### config.mk
export PLATFORM = sky130hd
export DESIGN_NAME = gate_test_sequencer
export DESIGN_NICKNAME = d
export VERILOG_FILES = /design/src/rtl/gate_test_sequencer.sv
export SDC_FILE = /design/constraint.sdc
export NUM_CORES = 1
export LEC_CHECK = 0
export CAP_MARGIN = 15
export CORE_ASPECT_RATIO = 0.6
export CORE_MARGIN = 1
export CORE_UTILIZATION = 39
export CTS_BUF_LIST = sky130_fd_sc_hd__clkbuf_16
export DETAILED_ROUTE_END_ITERATION = 10
export PLACE_DENSITY = 0.59
export SYNTH_ARGS = -nofsm -noshare
export SYNTH_HDL_FRONTEND = slang
export SYNTH_SLANG_ARGS = --single-unit
### constraint.sdc
create_clock -name clk -period 1.5 [get_ports clk]
set_input_delay 0.3 -clock clk [delete_from_list [all_inputs] [get_ports clk]]
set_output_delay 0.3 -clock clk [all_outputs]
set_load 0.1 [all_outputs]
### src/rtl/gate_test_sequencer.sv
`default_nettype none
// ============================================================================
// Module   : gate_test_sequencer
// Brief    : Drives the four {a,b} vectors into a two-input gate under test.
//            Holds each vector for SETTLE_CYCLES cycles, then samples y
//            against TRUTH. Accumulates per-vector mismatches and reports a
//            pass/fail verdict.
// Revision : 1.0 - initial release
// ============================================================================
module gate_test_sequencer #(
    parameter int         SETTLE_CYCLES = 2,        // legal range 1..15
    parameter logic [3:0] TRUTH         = 4'b0111   // index = {a,b}; NAND
) (
    input  logic       clk,
    input  logic       rst,
    input  logic       start,
    input  logic       y,
    output logic       a,
    output logic       b,
    output logic       busy,
    output logic       done,
    output logic       pass,
    output logic [2:0] err_count,
    output logic [3:0] fail_mask
);

    typedef enum logic [1:0] {
        S_IDLE   = 2'd0,
        S_SETTLE = 2'd1,
        S_SAMPLE = 2'd2,
        S_DONE   = 2'd3
    } state_t;

    // Settle counter value on the last SETTLE cycle of each vector.
    localparam logic [3:0] SETTLE_LAST = 4'(SETTLE_CYCLES - 1);

    state_t     state;
    logic [1:0] idx;
    logic [3:0] cnt;
    logic       mismatch;

    // Current gate output disagrees with the expected value for this vector.
    always_comb begin
        mismatch = (y != TRUTH[idx]);
    end

    // Sequencer: vector stepping, settle timing, scoring and verdict.
    always_ff @(posedge clk or posedge rst) begin
        if (rst) begin
            state     <= S_IDLE;
            idx       <= 2'd0;
            cnt       <= 4'd0;
            a         <= 1'b0;
            b         <= 1'b0;
            busy      <= 1'b0;
            done      <= 1'b0;
            pass      <= 1'b0;
            err_count <= 3'd0;
            fail_mask <= 4'd0;
        end else begin
            case (state)
                // IDLE and DONE share the start behaviour: a restart from
                // DONE wipes the previous results on the same edge.
                S_IDLE, S_DONE: begin
                    if (start) begin
                        err_count <= 3'd0;
                        fail_mask <= 4'd0;
                        idx       <= 2'd0;
                        cnt       <= 4'd0;
                        a         <= 1'b0;
                        b         <= 1'b0;
                        busy      <= 1'b1;
                        done      <= 1'b0;
                        pass      <= 1'b0;
                        state     <= S_SETTLE;
                    end
                end

                S_SETTLE: begin
                    cnt <= cnt + 4'd1;
                    if (cnt == SETTLE_LAST) begin
                        state <= S_SAMPLE;
                    end
                end

                S_SAMPLE: begin
                    if (mismatch) begin
                        err_count      <= err_count + 3'd1;
                        fail_mask[idx] <= 1'b1;
                    end
                    if (idx == 2'd3) begin
                        // Verdict must include the mismatch scored this cycle.
                        busy  <= 1'b0;
                        done  <= 1'b1;
                        pass  <= (err_count == 3'd0) && !mismatch;
                        state <= S_DONE;
                    end else begin
                        idx    <= idx + 2'd1;
                        {a, b} <= idx + 2'd1;
                        cnt    <= 4'd0;
                        state  <= S_SETTLE;
                    end
                end

                default: state <= S_IDLE;
            endcase
        end
    end

endmodule
`default_nettype wire

==> results.py <==
metrics = {
    "timing": {
        "worst_pin_slew_ns": 0.337,
        "fin_skew_ns": 0.00230,
        "final.setup.worst_slack_ns": -0.0175,
        "rsz0062_at_grt": "yes",
        "whs_ns": 0.375,
        "fin_crit_sh": 1.01,
        "slew_headroom": 0.775,
        "setup_violations": 5,
        "max_freq_mhz": 659,
        "fin_crit_ns": 1.52,
        "drv_slew": 0,
        "finalHoldViolCount": 0,
    },
    "detailed_routing": {
        "route.detailed.drc": 0,
        "drt-initial-drc-count": 46,
        "vias": 1043,
        "drt_wl_total_um": 3200,
        "wl_per_cell_um": 15.9,
        "vias_per_cell": 5.19,
        "ant_nets": 0,
        "drt-pass1-iter-count": 4,
    },
    "clock_network": {
        "clk_pin_slew_worst_paths_ns": 0.06,
        "clock-sinks": 18,
        "cts_buffers": 3,
        "root_buffer": "clkbuf_16",
        "cts_tree": "done",
        "clockBufferDepth": 2,
        "clk_latency_ns": 0.25,
        "h-tree-depth": 1,
        "ctsHoldBuffers": 0,
    },
    "synthesis": {
        "yosysWarnings": 0,
        "synth_edf_count": 0,
        "synth_top_area_frac": 0.380,
        "syn_area_per_cell_um2": 9.97,
        "ys_ff_latch": 18,
        "ys_top_cells_by_area": "dfrtp_1, ha_1, mux2i_1, inv_1, a211oi_1",
        "ys_seq_area_frac": 0.380,
        "synth.cell_area_um2": 1190,
        "syn_inst": 119,
        "synthFlopType": "dfrtp_1",
        "synth_cell_type_count": 36,
        "synthArstFlopShare": 1.00,
        "syn_nets": 136,
        "yosysTopAreaCell": "dfrtp_1",
    },
    "place": {
        "numPortBuffers": 15,
        "gp_congestion": 0.829,
        "hpwl_um": 2150,
        "dp_slack_ns": -0.276,
    },
    "final_layout": {
        "syn2layout_area_growth_pct": 62.8,
        "layout.nets": 177,
        "drive_above_1_share": 0.472,
        "antenna_cells": 0,
    },
    "power": {
        "switching_share": 0.461,
        "pwr_density_cell_nw_per_um2": 2270,
        "p_sw_mw": 2.02,
        "combPwrFrac": 0.686,
        "power_leakage_nw": 0.849,
        "internal_power_mw": 2.36,
        "vdd_ir_drop_max_mv": 1.36,
        "pwr-share-clk": 0.125,
        "p_seq_frac": 0.189,
    },
    "global_route": {
        "grt_pass1_wl_um": 4930,
        "grt_pass1_vias": 980,
        "grt_max_degree": 19,
        "grt_use_total": 0.205,
        "antenna_found_initial": 0,
        "overflow": 0,
    },
    "die": {
        "initial_utilization": 0.413,
        "core-area_um2": 2870,
        "die_x_um": 73.2,
        "die_h_um": 44.7,
        "placementRows": 15,
        "ios": 16,
        "dieArea_um2": 3270,
    },
    "job": {
        "max_cap_viol_count": 0,
    },
    "setup_path": {
        "critPathLaunch": "state[0]$_DFFE_PP0P_",
        "rrSetupSlack_ns": -0.02,
        "worstSetupPathType": "flip-flop to flip-flop",
        "r2r-start": "state[0]$_DFFE_PP0P_",
        "rr_worst_depth": 6,
        "crit_fanout": 5,
        "cp-end-kind": "flip-flop",
        "crit_end": "err_count[2]$_DFFE_PP0P_",
        "crit_arrival_ns": 1.68,
        "cp-start-kind": "flip-flop",
        "r2r_end": "err_count[2]$_DFFE_PP0P_",
        "cp.required_ns": 1.66,
    },
    "outcome": {
        "violations": "setup timing",
        "status": "complete, but fails checks",
    },
    "min_path": {
        "hp-class": "input pin to async pin",
    },
}
-- metal layers --
| layer | part of all wire | wire (um) | track usage | up-vias |
|---|---|---|---|---|
| li1 | - | - | - | 502 |
| met1 | 0.49 | 1570 | 0.294 | 514 |
| met2 | 0.47 | 1500 | 0.317 | 23 |
| met5 | 0 | 0 | 0 | - |
| met4 | 0.0072 | 23 | 0.0471 | 0 |
| met3 | 0.032 | 102 | 0.0469 | 4 |
-- flip-flops by register name (all words and copies together), names as in the netlist, 2 cells and up --
signal     flops
cnt            4
state          2
err_count      3
fail_mask      4
-- what timing repair did --
action                     CTS  global route
setup endpoints to repair   17            16
gates resized for setup     15            18
pin swaps                    6             0
buffers inserted             0             2
-- layout by cell type, fill, tap and decap left out, types with 2 or more instances in the layout --
cell type | Yosys | routed
inv_1 | 16 | 15
o22ai_1 | 2 | 2
dfrtp_1 | 18 | 13
clkbuf_16 | 0 | 3
buf_4 | 2 | 24
nand2b_1 | 2 | 2
buf_6 | 2 | 3
buf_12 | 0 | 12
o21ai_0 | 7 | 3
o22a_2 | 4 | 4
mux2i_1 | 6 | 5
clkdlybuf4s50_1 | 0 | 2
a211oi_2 | 0 | 4
dfrtp_4 | 0 | 3
a21oi_1 | 5 | 4
nor2b_1 | 5 | 3
ha_1 | 13 | 8
a211oi_1 | 6 | 2
ha_4 | 0 | 4
o21ai_1 | 0 | 3
nand2_1 | 4 | 4
dfrtp_2 | 0 | 2
nand3_1 | 5 | 5
-- critical path: stages (launching register included) --
cell      delay, ns
dfrtp_1        0.36
inv_2          0.06
ha_4           0.30
mux2i_4        0.32
buf_4          0.17
a211oi_2       0.04
o22ai_1        0.18
-- cell usage after synthesis, types with 2 or more instances --
library cell	count
a211oi_1	6
a21oi_1	5
buf_2	2
buf_4	2
buf_6	2
dfrtp_1	18
ha_1	13
inv_1	16
mux2i_1	6
nand2_1	4
nand2b_1	2
nand3_1	5
nor2b_1	5
o21ai_0	7
o22a_2	4
o22ai_1	2
-- worst min path at each step --
stage,slack (ns),cells after the start,end,startpoint
floorplan,0.24,1,a$_DFFE_PP0P_,rst
global placement,0.51,1,cnt[2]$_DFFE_PP0P_,cnt[2]$_DFFE_PP0P_
detailed placement,0.55,1,cnt[2]$_DFFE_PP0P_,cnt[2]$_DFFE_PP0P_
CTS,0.39,3,pass$_DFFE_PP0P_,rst
global route,0.42,3,err_count[2]$_DFFE_PP0P_,rst
finish,0.37,3,err_count[2]$_DFFE_PP0P_,rst
-- logic make-up (layout without fill, tap and decap cells) --
group | after synthesis | after routing | synth area share
adders and majority gates | 13 | 13 | 0.137
DFF | 18 | 18 | 0.380
muxes | 6 | 6 | 0.0506
AOI/OAI and AO/OA | 35 | 35 | 0.209
and+or+nand+nor | 24 | 24 | 0.119
buffers and inverters | 22 | 62 | 0.0907
xor gates and xnor gates | 1 | 1 | 0.0137
-- power groups by stage --
| stage | clock network, mW | registers, mW | logic, mW |
|---|---|---|---|
| 5_1_grt | 0.575 | 0.849 | 3.18 |
| 6_report | 0.547 | 0.825 | 3.00 |
| 3_3_place_gp | 0 | 0.811 | 2.46 |
| 2_1_floorplan | 0 | 1.42 | 1.01 |
| 3_5_place_dp | 0 | 0.818 | 2.52 |
| 4_1_cts | 0.557 | 0.821 | 2.71 |
-- metrics by stage --
step	total power, mW	utilization	setup TNS (ns)	cells	cell area (um^2)
after CTS	4.09	0.639	-0.0240	199	1840
after floorplan	2.43	-	-1.00	119	1240
after global routing	4.61	0.672	-0.475	201	1930
after detailed placement	3.34	0.590	-2.70	195	1690
after global placement	3.27	0.590	-1.94	195	1690
final	4.38	0.672	-0.0518	201	1930
-- final cells by class --
type | count | area [um^2]
fillers | 206 | 941
multi-input cells | 79 | 788
repair buffers | 42 | 487
flip-flops and latches | 18 | 464
clock buffers | 3 | 75.1
inverters | 16 | 60.1
well taps | 42 | 52.6
clock inverters | 1 | 3.75
Note: power is estimated with default switching activity, not from simulation.
